[config.mk]
export PLATFORM = sky130hd
export DESIGN_NAME = lsu_dual
export DESIGN_NICKNAME = d
export VERILOG_FILES = /design/src/rtl/lsu_dual.sv
export SDC_FILE = /design/constraint.sdc
export NUM_CORES = 2
export LEC_CHECK = 0
export ABC_AREA = 1
export CORE_MARGIN = 2
export CORE_UTILIZATION = 25
export DETAILED_ROUTE_END_ITERATION = 8
export DONT_BUFFER_PORTS = 1
export MAX_ROUTING_LAYER = met4
export PLACE_DENSITY = 0.47
export RECOVER_POWER = 25
export SYNTH_ARGS = -nofsm -noshare
export SYNTH_HDL_FRONTEND = slang
export SYNTH_SLANG_ARGS = --single-unit
export TNS_END_PERCENT = 20
[constraint.sdc]
create_clock -name clk -period 40.9 [get_ports clk]
set_clock_uncertainty 0.05 [all_clocks]
set_input_delay 8.18 -clock clk [delete_from_list [all_inputs] [get_ports clk]]
set_output_delay 8.18 -clock clk [all_outputs]
set_load 0.005 [all_outputs]
[src/rtl/lsu_dual.sv]
// rtl/lsu_dual.sv - dual-issue load/store unit with internal word memory
module lsu_dual #(
   parameter int DATA_W = 32,
   parameter int DEPTH  = 32,
   parameter int ADDR_W = 32
) (
   input  logic              clk,
   input  logic              rst,
   input  logic              req_valid_0,
   output logic              req_ready_0,
   input  logic              req_we_0,
   input  logic [ADDR_W-1:0] req_addr_0,
   input  logic [DATA_W-1:0] req_wdata_0,
   input  logic [DATA_W/8-1:0] req_be_0,
   output logic              resp_valid_0,
   output logic [DATA_W-1:0] resp_rdata_0,
   output logic              resp_err_0,
   input  logic              req_valid_1,
   output logic              req_ready_1,
   input  logic              req_we_1,
   input  logic [ADDR_W-1:0] req_addr_1,
   input  logic [DATA_W-1:0] req_wdata_1,
   input  logic [DATA_W/8-1:0] req_be_1,
   output logic              resp_valid_1,
   output logic [DATA_W-1:0] resp_rdata_1,
   output logic              resp_err_1,
   output logic [15:0]       stall_cnt
);
   localparam int BE_W  = DATA_W / 8;
   localparam int IDX_W = $clog2(DEPTH);
   localparam logic [ADDR_W-1:0] DEPTH_A = ADDR_W'(DEPTH);

   logic [DATA_W-1:0] mem_q [DEPTH];

   logic              in_range_0, in_range_1, coalesce, acc_0, acc_1;
   logic [IDX_W-1:0]  idx_0, idx_1;

   logic              wr_en_d;
   logic [IDX_W-1:0]  wr_idx_d;
   logic [DATA_W-1:0] wr_word_d, sel_wdata;
   logic [BE_W-1:0]   sel_be;

   logic              resp_valid_0_q, resp_valid_0_d, resp_valid_1_q, resp_valid_1_d;
   logic              resp_err_0_q, resp_err_0_d, resp_err_1_q, resp_err_1_d;
   logic [DATA_W-1:0] resp_rdata_0_q, resp_rdata_0_d, resp_rdata_1_q, resp_rdata_1_d;
   logic [15:0]       stall_cnt_q, stall_cnt_d;

   // Issue arbitration: slot 0 always wins; slot 1 only rides along on an identical in-range load
   always_comb begin
      in_range_0  = req_addr_0 < DEPTH_A;
      in_range_1  = req_addr_1 < DEPTH_A;
      idx_0       = req_addr_0[IDX_W-1:0];
      idx_1       = req_addr_1[IDX_W-1:0];
      coalesce    = req_valid_0 & req_valid_1 & ~req_we_0 & ~req_we_1
                    & (req_addr_0 == req_addr_1) & in_range_0;
      req_ready_0 = ~rst;
      req_ready_1 = ~rst & (~req_valid_0 | coalesce);
      acc_0       = req_valid_0 & req_ready_0;
      acc_1       = req_valid_1 & req_ready_1;
   end

   // Single memory port: the accepted slot (slot 0 first) owns the write, merged per byte enable
   always_comb begin
      wr_en_d   = 1'b0;
      wr_idx_d  = idx_0;
      sel_wdata = req_wdata_0;
      sel_be    = req_be_0;
      if (acc_0) begin
         wr_en_d = req_we_0 & in_range_0;
      end else begin
         wr_en_d   = acc_1 & req_we_1 & in_range_1;
         wr_idx_d  = idx_1;
         sel_wdata = req_wdata_1;
         sel_be    = req_be_1;
      end
      wr_word_d = mem_q[wr_idx_d];
      for (int b = 0; b < BE_W; b++) begin
         if (sel_be[b]) wr_word_d[8*b +: 8] = sel_wdata[8*b +: 8];
      end
   end

   // Next response per slot; loads see memory before this cycle's store, stores and errors return zero
   always_comb begin
      resp_valid_0_d = acc_0;
      resp_valid_1_d = acc_1;
      resp_err_0_d   = acc_0 & ~in_range_0;
      resp_err_1_d   = acc_1 & ~in_range_1;
      resp_rdata_0_d = (acc_0 & ~req_we_0 & in_range_0) ? mem_q[idx_0] : '0;
      resp_rdata_1_d = (acc_1 & ~req_we_1 & in_range_1) ? mem_q[idx_1] : '0;
      stall_cnt_d    = stall_cnt_q;
      if (req_valid_1 & ~req_ready_1 & (stall_cnt_q != 16'hFFFF)) begin
         stall_cnt_d = stall_cnt_q + 16'd1;
      end
   end

   // State update; reset wipes memory and drops anything presented on the reset edge
   always_ff @(posedge clk or posedge rst) begin
      if (rst) begin
         for (int i = 0; i < DEPTH; i++) mem_q[i] <= '0;
         resp_valid_0_q <= 1'b0;
         resp_valid_1_q <= 1'b0;
         resp_err_0_q   <= 1'b0;
         resp_err_1_q   <= 1'b0;
         resp_rdata_0_q <= '0;
         resp_rdata_1_q <= '0;
         stall_cnt_q    <= '0;
      end else begin
         if (wr_en_d) mem_q[wr_idx_d] <= wr_word_d;
         resp_valid_0_q <= resp_valid_0_d;
         resp_valid_1_q <= resp_valid_1_d;
         resp_err_0_q   <= resp_err_0_d;
         resp_err_1_q   <= resp_err_1_d;
         resp_rdata_0_q <= resp_rdata_0_d;
         resp_rdata_1_q <= resp_rdata_1_d;
         stall_cnt_q    <= stall_cnt_d;
      end
   end

   assign resp_valid_0 = resp_valid_0_q;
   assign resp_valid_1 = resp_valid_1_q;
   assign resp_err_0   = resp_err_0_q;
   assign resp_err_1   = resp_err_1_q;
   assign resp_rdata_0 = resp_rdata_0_q;
   assign resp_rdata_1 = resp_rdata_1_q;
   assign stall_cnt    = stall_cnt_q;
endmodule

---- Word level (Yosys, flattened, before mapping) ----
Cells that the tools add are included.
operators by class
  mux-type cells .......................... 22
  bitwise gates (word level) .............. 30
  divide/modulo/power cells ............... 0
  add/sub/neg operators ................... 1
  reduce and logical (&&, ||, !) cells .... 1
  $mul .................................... 0
  shift-type cells ........................ 0
  order comparisons ....................... 6
  equality and inequality tests ........... 2
operators with widths
  operator                                                     number
  bitwise mux 1024 bit                                         1
  binary-select mux 32 bit (select 5 bit)                      3
  2-to-1 mux 32 bit                                            10
  demux 32 bit (select 5 bit)                                  1
  less-than comparator 32 x 6 -> 1 bit, second input constant  2
  equality test 32 bit                                         1
  2-to-1 mux 8 bit                                             4
  AND 1 bit                                                    19
  greater-or-equal comparator 6 bit, second input constant     3
  inverter 5 -> 6 bit                                          3
  adder 16 x 1 -> 16 bit, second input constant                1
  != test 16 bit, second input constant                        1
  inverter 1 bit                                               7
  less-than comparator 6 x 1 -> 1 bit, second input constant   1
  2-to-1 mux 5 bit                                             1
  2-to-1 mux 4 bit                                             1
  logical AND 1 bit                                            1
  2-to-1 mux 1 bit                                             1
  bitwise OR 1 bit                                             1
word-level totals
  RAM bits ................................ 0
  memories kept ........................... 0
  input bits .............................. 142
  logic and storage cells ................. 101
  register bits ........................... 1,108
  bits in latches ......................... 0
  ROM bits ................................ 0
  output and inout bits ................... 86

---- Longest topological paths before layout ----
  depth after elaboration ................. 11
  gate-level depth with buffers ........... 20
  mapped depth without buffers ............ 16

---- Worst setup path after synthesis ----
No wires, ideal clock.
  path type ............................... input port to output port
  start ................................... in rst
  end ..................................... out req_ready_1
  path buffers ............................ 0
  data arrival time ....................... 22.304 ns
  setup slack ............................. 10.366 ns
  cell stages on the path ................. 3
  data required time ...................... 32.670 ns
  cell sequence ........................... inv_2 nand2_1 inv_1
on the way
  word-level cells in the longest chain between the ends .. 2
RTL lines
  what            RTL line  text
  from (decl)     8         input logic rst,
  inverter 1 bit  57        req_ready_1 = ~rst & (~req_valid_0 | coalesce);
  AND 1 bit       57
  to (decl)       19        output logic req_ready_1,
Every way passes these cells.

---- Final worst setup path ----
  start ................................... in req_addr_0[0]
  end ..................................... out req_ready_1
on the way
  word-level cells in the longest chain between the ends .. 5
  elaborated cells between the ends (all ways) .. 6
  those cells by class .................... order compare: 1; eq/ne: 1; bitwise: 4
RTL lines
  what                                                                                          RTL line  text
  from (decl)                                                                                   12        input logic [ADDR_W-1:0] req_addr_0,
  parallel branches: the longest is 2 deep, another holds less-than comparator 32 x 6 -> 1 bit  --
  AND 1 bit *                                                                                   55        & (req_addr_0 == req_addr_1) & in_range_0;
  bitwise OR 1 bit *                                                                            57
  AND 1 bit *                                                                                   57
Mark *: on every way between the ends.

==> metrics.txt <==
fin area around 82,000 sq um; Setup CP Type in2out; port bufs 0; Worst EP arrival around 12,000 ps; drt pass-1 iters 8; CTS tree yes; clk sinks around 1,100; EDFF count, synth 0; hold_buf cts 0; Commonest cells post-synth 5,764 x nand2_1, 1,972 x nand3_1, 1,108 x dfrtp_1; Final Hold Fails 0; leading area contributor after synthesis dfrtp_1; GRT Overall Usage 27.7%; first-pass GRT wire length 602,000 microns; DIE WIDTH around 550 microns; GPL Wtd Cong about 0.9; cell area after synthesis between 70,000 and 80,000 sq um; Vias/cell 5.43; flops & latches, synth 1,108; library cells used by synthesis 40; largest net degree at the start of global routing roughly 700; clock root buffer clkbuf_16; Max VDD drop about 0.048 mV; layout cells sized above 1 4.57%; worst rel slew slack -448%; critical path required time 32,670 ps; vias 84,300; TNS Setup 0 ps; DRC errors left 0; syn_area_per_cell 6.17 sq um; Critical Path Sink Type output pin; unrepaired setup endpoints after global routing false; # rows ~200; htree depth 4; vias in the first global route approximately 77,000; Cell Pwr Density 33.7 nW/um^2; total of max-cap violations 10; CP Launch Type input pin; clock buffer depth 3; IO Pins around 230; post-cts gate resize count 0; nets approximately 12,000; Max Slew Vio Count between 1,000 and 1,500; Syn Nets between 10,000 and 15,000; area grow syn2layout 9.39%; ys flop type dfrtp_1; setup violators final 0; antenna-violating nets left 0; final WL between 400,000 and 500,000 microns; failing checks max-capacitance violations, max-slew violations; FMAX between 40 and 50 MHz; Die H between 500 and 600 microns; Core ar. 300,000 sq um; DP Area about 78,000 sq um; Hold Crit Class reg2reg; Yosys top cell area share 36.9%; Reg clk slew, reported paths 50 ps; ranking of synthesized cells by area dfrtp_1 37%, nand2_1 29%, nand3_1 13%; Period minus WS final slightly above 20,000 ps; Die ar. 305,000 sq um; Ys Warns 0; clk_lat worst skew 840 ps; WL/cell around 27 microns; status complete, but fails checks; total CTS buffers between 100 and 150; Setup Fix Bufs, Post-CTS 0; global route overflow 0; initial antenna violation count 30; post-synthesis sequential area ratio a little under two fifths; instance count of the mapped netlist roughly 12,000; crit-path max FO between 200 and 300; Iter 0 DRT Violations 10,800; Initial Utilization about a quarter; share of synthesized flip-flops with an asynchronous set or reset 100%; final worst path period share between 40% and 50%; top-count cell post-synth nand2_1; Pleak approximately 40 nW; HPWL after detailed placement ~230,000 microns; slew of the pin with the lowest slew margin a little over 8000 ps
[stage by stage]
stage               std cells  utilization, %  total power, mW  hold WS (ps)  setup WS (ps)
CTS                     15500            27.4             2.77           422          22310
global placement        15200            25.9             1.47           404          22310
detailed placement      15200            25.9             1.47           408          22330
floorplan               12200               -             1.35           392          10370
finish                  15500            27.4             2.77           417          20780
global route            15500            27.4             2.85           437          20580
[sequential cells by signal, indices dropped and copies added, names as in the netlist]
name,count
resp_valid_0,1
resp_rdata_1,32
resp_rdata_0,32
stall_cnt,16
resp_err_0,1
resp_err_1,1
mem_q,1024
resp_valid_1,1
[final timing paths]
| check | start | to | slack [ps] | depth (start not counted) |
|---|---|---|---|---|
| max | req_addr_0[0] | req_ready_1 | 20780 | 12 |
| min | mem_q[426] | mem_q[426] | 420 | 2 |
| max reg2reg | mem_q[463] | resp_rdata_1[15] | 38160 | 6 |
| min reg2reg | mem_q[426] | mem_q[426] | 420 | 2 |
| max in group asynchronous | rst | mem_q[221] | 22030 | 3 |
| min in group asynchronous | rst | resp_rdata_0[30] | 7650 | 1 |
[logic make-up (layout without fill, tap and decap cells)]
| kind of cell | Yosys count | count (layout) | synth area share, % |
|---|---|---|---|
| AOI/OAI and AO/OA | 1633 | 1633 | 11.7 |
| and+or+nand+nor | 7995 | 7995 | 43.5 |
| buffers and inverters | 1403 | 760 | 7.62 |
| adders and majority gates | 1 | 1 | 0.0166 |
| DFF | 1108 | 1108 | 36.9 |
| other | 0 | 33 | 0 |
| xor gates and xnor gates | 31 | 31 | 0.361 |
[cell type report]
| class | count | area [sq um] |
|---|---|---|
| multi-input combinational | 9660 | 42100 |
| inverter | 337 | 1320 |
| timing repair buffer | 176 | 1430 |
| clock inverter | 36 | 325 |
| sequential | 1108 | 27700 |
| antenna | 33 | 82.6 |
| tap | 3958 | 4950 |
| clock buffer | 211 | 4310 |
| fill | 33400 | 217000 |
[layer usage]
layer	track usage [%]	part of all wire (%)
met1	34.7	40
met2	41.1	43
met3	4.64	9.1
met4	18.1	7.7
met5	-	0
[cell usage in the layout, fill, tap and decap left out, drive strengths merged]
cell type  Yosys  layout
a32o           1       1
clkinv         2      27
clkinvlp       0       3
nor4           1       1
a221oi        24      24
a311oi         1       1
ha             1       1
o311ai        29      29
buf          419     167
and2           1       1
a31oi         17      17
bufinv         0       5
o21ai        513     513
o22ai          1       1
o211ai        35      35
xnor2         14      14
a211oi        74      74
inv          335     338
a221o          5       5
diode          0      33
a22oi          8       8
o221ai         1       1
nand2       5769    5769
nor3          23      23
a21oi        924     924
nand3       1976    1976
dfrtp       1108    1108
nor2         217     217
xor2          17      17
clkbuf       647     220
nand4          8       8
[worst max-delay path, stage by stage]
cell and delay (ps):
buf_16 640, buf_16 900, inv_8 510, nand2_1 170
nand2_1 80, nor2_1 90, nand3_1 230, nor2_1 170
nand3_1 80, nand2_1 80, nand2_1 120, inv_1 210
[power breakdown]
group	internal (mW)	switching (mW)	total, mW	leakage, nW
Combinational	0.0615	0.301	0.363	22.5
Sequential	1.10	0.00726	1.11	15.5
Clock	0.756	0.546	1.30	2.30
(Power assumes the default switching activity.)
